File: config.mk
export PLATFORM = sky130hd
export DESIGN_NAME = uart_tx_scheduler
export DESIGN_NICKNAME = d
export VERILOG_FILES = /design/src/rtl/uart_tx_scheduler.sv
export SDC_FILE = /design/constraint.sdc
export NUM_CORES = 1
export LEC_CHECK = 0
export ABC_AREA = 0
export BUFFER_PORTS_ARGS = -buffer_cell sky130_fd_sc_hd__clkbuf_2
export CORE_ASPECT_RATIO = 2
export CORE_UTILIZATION = 53
export DETAILED_ROUTE_END_ITERATION = 12
export GPL_TIMING_DRIVEN = 0
export PLACE_DENSITY = 0.81
export SLEW_MARGIN = 20
export SYNTH_ARGS = -nofsm -noshare
export SYNTH_HDL_FRONTEND = slang
export SYNTH_SLANG_ARGS = --single-unit
File: constraint.sdc
create_clock -name clk -period 2.6 [get_ports clk]
set_clock_uncertainty 0.15 [all_clocks]
set_input_delay 0.13 -clock clk [delete_from_list [all_inputs] [get_ports clk]]
set_output_delay 0.13 -clock clk [all_outputs]
set_load 0.05 [all_outputs]
File: src/rtl/uart_tx_scheduler.sv
// uart_tx_scheduler
// Round-robin arbiter that shares one UART transmitter among N byte sources.
// A grant is held across a multi-byte packet until the byte flagged 'last'
// has been sent. The start handshake is supervised: if tx_ready does not
// fall within TO_CYCLES of tx_start, the sticky err flag is raised and the
// grant is dropped so a dead transmitter cannot hang the requesters.
//
// Ports
//   clk       system clock, rising edge
//   reset_n   asynchronous active-low reset
//   req[N]    per-requester byte valid, held until acked
//   data[8N]  byte of requester i on data[8*i+7:8*i]
//   last[N]   current byte of requester i ends its packet
//   tx_ready  transmitter idle
//   tx_start  one-cycle start pulse to the transmitter
//   tx_din    byte to the transmitter, stable until the next issue
//   ack[N]    one-cycle pulse when requester i's byte is issued
//   grant[N]  one-hot current owner, zero when no owner
//   busy      FSM not in IDLE
//   err       sticky handshake timeout flag
module uart_tx_scheduler #(
    parameter int N         = 4,
    parameter int TO_CYCLES = 15
) (
    input  logic             clk,
    input  logic             reset_n,
    input  logic [N-1:0]     req,
    input  logic [8*N-1:0]   data,
    input  logic [N-1:0]     last,
    input  logic             tx_ready,
    output logic             tx_start,
    output logic [7:0]       tx_din,
    output logic [N-1:0]     ack,
    output logic [N-1:0]     grant,
    output logic             busy,
    output logic             err
);

    localparam int IW = $clog2(N);
    localparam int CW = $clog2(TO_CYCLES + 1);

    typedef enum logic [2:0] {
        S_IDLE,
        S_ARB,
        S_ISSUE,
        S_WAIT_FALL,
        S_WAIT_RISE
    } state_t;

    state_t          r_state;
    logic [IW-1:0]   r_ptr;
    logic [IW-1:0]   r_owner;
    logic            r_last_q;
    logic [CW-1:0]   r_cnt;
    logic            r_tx_start;
    logic [7:0]      r_tx_din;
    logic [N-1:0]    r_ack;
    logic [N-1:0]    r_grant;
    logic            r_busy;
    logic            r_err;

    logic [IW-1:0]   w_sel;
    logic [IW-1:0]   w_cand;
    logic [7:0]      w_sel_byte;
    logic [7:0]      w_own_byte;
    logic [N-1:0]    w_sel_oh;
    logic [N-1:0]    w_own_oh;

    // Round-robin search from ptr+1 upward. Scanning from the far end down
    // lets the last hit win, which is the nearest requester after ptr.
    always_comb begin
        w_sel  = '0;
        w_cand = '0;
        for (int k = N; k >= 1; k--) begin
            w_cand = IW'((int'(r_ptr) + k) % N);
            if (req[w_cand]) w_sel = w_cand;
        end
    end

    always_comb begin
        w_sel_byte = '0;
        w_own_byte = '0;
        for (int i = 0; i < N; i++) begin
            if (IW'(i) == w_sel)   w_sel_byte = data[8*i +: 8];
            if (IW'(i) == r_owner) w_own_byte = data[8*i +: 8];
        end
    end

    assign w_sel_oh = {{(N-1){1'b0}}, 1'b1} << w_sel;
    assign w_own_oh = {{(N-1){1'b0}}, 1'b1} << r_owner;

    always_ff @(posedge clk or negedge reset_n) begin
        if (!reset_n) begin
            r_state    <= S_IDLE;
            r_ptr      <= IW'(N - 1);
            r_owner    <= '0;
            r_last_q   <= 1'b0;
            r_cnt      <= '0;
            r_tx_start <= 1'b0;
            r_tx_din   <= '0;
            r_ack      <= '0;
            r_grant    <= '0;
            r_busy     <= 1'b0;
            r_err      <= 1'b0;
        end else begin
            r_tx_start <= 1'b0;
            r_ack      <= '0;
            case (r_state)
                S_IDLE: begin
                    if (|req && tx_ready) begin
                        r_state <= S_ARB;
                        r_busy  <= 1'b1;
                    end
                end
                // Outputs are registered, so the issue strobes are loaded on
                // the edge that enters ISSUE; they are visible during ISSUE.
                S_ARB: begin
                    if (|req) begin
                        r_owner    <= w_sel;
                        r_grant    <= w_sel_oh;
                        r_tx_start <= 1'b1;
                        r_tx_din   <= w_sel_byte;
                        r_ack      <= w_sel_oh;
                        r_last_q   <= last[w_sel];
                        r_cnt      <= '0;
                        r_state    <= S_ISSUE;
                    end else begin
                        r_state <= S_IDLE;
                        r_busy  <= 1'b0;
                    end
                end
                // The ISSUE cycle itself is the first cycle after tx_start.
                S_ISSUE: begin
                    r_cnt   <= CW'(1);
                    r_state <= S_WAIT_FALL;
                end
                S_WAIT_FALL: begin
                    if (!tx_ready) begin
                        r_state <= S_WAIT_RISE;
                    end else if (r_cnt == CW'(TO_CYCLES - 1)) begin
                        r_err   <= 1'b1;
                        r_grant <= '0;
                        r_ptr   <= r_owner;
                        r_state <= S_IDLE;
                        r_busy  <= 1'b0;
                    end else begin
                        r_cnt <= r_cnt + CW'(1);
                    end
                end
                S_WAIT_RISE: begin
                    if (tx_ready) begin
                        if (!r_last_q && req[r_owner]) begin
                            r_tx_start <= 1'b1;
                            r_tx_din   <= w_own_byte;
                            r_ack      <= w_own_oh;
                            r_last_q   <= last[r_owner];
                            r_cnt      <= '0;
                            r_state    <= S_ISSUE;
                        end else begin
                            // Packet complete, or abandoned by a late byte.
                            r_grant <= '0;
                            r_ptr   <= r_owner;
                            r_state <= S_IDLE;
                            r_busy  <= 1'b0;
                        end
                    end
                end
                default: begin
                    r_state <= S_IDLE;
                    r_busy  <= 1'b0;
                end
            endcase
        end
    end

    assign tx_start = r_tx_start;
    assign tx_din   = r_tx_din;
    assign ack      = r_ack;
    assign grant    = r_grant;
    assign busy     = r_busy;
    assign err      = r_err;

endmodule

==> flow_metrics.env <==
export IMPL_status="complete, no violations"
export IMPL_slowest_delay_ps=420
export IMPL_dieHeight_um=94.6
export IMPL_seq_power_share_pct=25.7
export IMPL_path_clk_slew_ps=70
export IMPL_ant_nets=0
export IMPL_pre_cts_ws_ps=428
export IMPL_pwr_share_clk_pct=12.7
export IMPL_synth_cells=242
export IMPL_period_needed_ps=2200
export IMPL_leakagePower_uw=0.00132
export IMPL_ys_top_cells_by_area="dfrtp_1 (32%), mux4_2 (9.9%), inv_1 (4.3%), nand2_1 (3.5%), a32oi_1 (3.1%)"
export IMPL_path_delay_family="multiplexers"
export IMPL_max_freq_ghz=0.455
export IMPL_drc=0
export IMPL_die_w_um=48.3
export IMPL_synth_edf_count=0
export IMPL_cts_buffer_depth=2
export IMPL_yosys_area_top_type_share_pct=31.9
export IMPL_clkLatencyLatePin_ps=290
export IMPL_p_comb_share_pct=61.7
export IMPL_switchingPower_uw=1460
export IMPL_synth_flop_cell="dfrtp_1"
export IMPL_critPathCaptureType="flip-flop"
export IMPL_vias=2200
export IMPL_rsz0062_at_grt="no"
export IMPL_hold_class="in2reg"
export IMPL_powerDensity_mw_per_mm2=1090
export IMPL_yosysMostFrequentCell="dfrtp_1"
export IMPL_die_area_mm2=0.00457
export IMPL_synth_common_cells="dfrtp_1 (29), inv_1 (26), nand2_1 (21), nor2_1 (16), buf_2 (13)"
export IMPL_critical_path_required_ps=2630
export IMPL_drv_cap=0
export IMPL_routed_wl_um=5980
export IMPL_grtUsageTotal_pct=27.8
export IMPL_syn_area_mm2=0.00227
export IMPL_clock_root_buffer="clkbuf_8"
export IMPL_ios=62
export IMPL_cp_max_fo=7
export IMPL_crit_buf_inv=1
export IMPL_antenna_found_initial=0
export IMPL_fin_ws_ps=402
export IMPL_antennaDiodeCount=0
export IMPL_ys_async_sr_fraction_pct=100
export IMPL_swShare_pct=48.9
export IMPL_tightest_slew_ps=759
export IMPL_num_rows=33
export IMPL_cts_buffers=5
export IMPL_htreeDepth=2
export IMPL_drv_slew=0
export IMPL_finalCritPeriodShare_pct=84.5
export IMPL_ys_warn_count=0
export IMPL_coreArea_mm2=0.00409
export IMPL_synth_net_count=287
export IMPL_drive_gt1_share_pct=37.2
export IMPL_gr_total_overflow=0
export IMPL_synth_area_leader_cell="dfrtp_1"
export IMPL_hpwl_um=4540
export IMPL_setup_viol=0
export IMPL_tns_ps=0
export IMPL_wl_per_cell_um=16.6
export IMPL_cts_tree="built"
export IMPL_clock_sinks=31
export IMPL_worst_setup_path_start_kind="flip-flop"
export IMPL_gp_congestion=0.950
export IMPL_syn_to_final_growth_pct=20.2
export IMPL_criticalPathCategory="reg2reg"
export IMPL_power_total_uw=2990
export IMPL_finalHoldViolations=0
export IMPL_synth_seq_area_share_pct=34.2
export IMPL_start_util_pct=55.6
export IMPL_synth_seq_cells=31
export IMPL_drt_pass1_iter_count=4
export IMPL_relSlewSlack_pct=49.1
export IMPL_final_nets=353
export IMPL_intPower_uw=1530
export IMPL_ys_types=55
export IMPL_viasPerCell=6.09
export IMPL_cts_repair_resized=0
export IMPL_drt_iter0_drc=76
export IMPL_synth_area_per_cell_um2=9.39
export IMPL_path_cells="clkbuf_1 -> mux4_2 -> nand2b_2 -> o22ai_1 -> a221oi_2 -> mux2_4"
export IMPL_ir_drop_uv=582
export IMPL_grt_pass1_wl_um=9800
export IMPL_grt_max_degree=32
export IMPL_grt_pass1_vias=2140
export IMPL_io_buffers=58
export IMPL_critPathArrivalTime_ps=2220
export IMPL_cp_slowest_cell="mux4_2"
==> kinds of logic after synthesis <==
family                   synth area share (%)
flip-flops                               34.2
AO/OA/AOI/OAI                            25.9
buffers and inverters                    9.14
adder cells (fa/ha/maj)                  1.10
XOR/XNOR                                0.385
AND/OR/NAND/NOR                          15.3
multiplexers                             13.9
==> registers in the layout (all words and copies together), names as in the netlist <==
name / cells
r_ptr: 2
ack: 4
r_last_q: 1
err: 1
tx_din: 8
grant: 4
r_state: 3
r_owner: 2
tx_start: 1
r_cnt: 4
busy: 1
==> path summary, 6_finish.rpt <==
kind	from	endpoint	slack, ps	depth (start not counted)
setup / recovery	r_owner[1]$_DFFE_PN0P_	busy$_DFFE_PN0P_	400	6
hold / removal	tx_ready	r_state[2]$_DFFE_PN0P_	20	2
setup reg to reg	r_owner[1]$_DFFE_PN0P_	busy$_DFFE_PN0P_	400	6
hold reg to reg	err$_DFFE_PN0P_	err$_DFFE_PN0P_	320	1
max in group asynchronous	reset_n	tx_din[5]$_DFFE_PN0P_	1520	2
min in group asynchronous	reset_n	err$_DFFE_PN0P_	290	2
==> placed cells by master (no fill, tap or decap), types with 2 or more instances in the layout <==
cell	count
mux2_2	5
inv_1	26
clkinvlp_4	2
clkbuf_1	3
clkbuf_8	5
a31oi_1	8
nor2_1	16
mux2i_1	2
ha_1	2
mux4_2	10
nand2b_1	5
o21ai_0	4
nand4_1	3
nor2b_1	4
nand2_1	21
buf_6	2
nor3b_1	2
nor3_1	2
nand3_1	6
clkbuf_2	58
a32oi_1	8
a31oi_2	2
a21o_1	5
o22ai_1	3
a21oi_1	10
dfstp_2	2
dfrtp_1	29
o22a_1	2
o2111ai_1	8
buf_2	13
o21bai_1	8
o2bb2ai_1	5
==> power groups by stage <==
| stage | sequential, uW | clock, uW | combinational, uW |
|---|---|---|---|
| floorplan | 1140 | 0 | 1060 |
| global placement | 767 | 0 | 1800 |
| detailed placement | 778 | 0 | 1830 |
| CTS | 768 | 381 | 1840 |
| global route | 792 | 401 | 1990 |
| finish | 767 | 379 | 1840 |
==> metal layers <==
| metal | vias to the layer above | share of wire, % | track usage [%] |
|---|---|---|---|
| met1 | 1070 | 36 | 30.4 |
| met2 | 82 | 56 | 51.1 |
| met5 | - | 0 | 0 |
| met4 | 0 | 4.0 | 17.2 |
| met3 | 24 | 3.9 | 2.74 |
| li1 | 1024 | - | - |
==> through the flow <==
stage | instance area [um2] | util (%) | instances | hold WS (ps)
after global routing | 2730 | 66.9 | 361 | 39.6
after global placement | 2630 | 64.3 | 352 | 76.1
after floorplan | 2270 | - | 242 | -316
final | 2730 | 66.9 | 361 | 20.9
after detailed placement | 2630 | 64.3 | 352 | 85.1
after CTS | 2730 | 66.7 | 361 | 22.6
==> area by class of cell <==
cell class / count / area, um2
clock buffer: 5 / 68.8
fill: 391 / 1360
sequential: 31 / 778
tap: 52 / 65.1
buffer: 20 / 110
inverter: 26 / 97.6
clock inverter: 3 / 20.0
multi-input combinational: 165 / 1290
timing repair buffer: 59 / 300
==> repair_timing <==
item	4_1_cts	5_1_grt
endpoints found under the hold margin	29	0
hold buffers	1	0
endpoints found under the setup margin	0	0
buffers inserted	0	0
No activity file was read; power rests on OpenSTA's default activity.
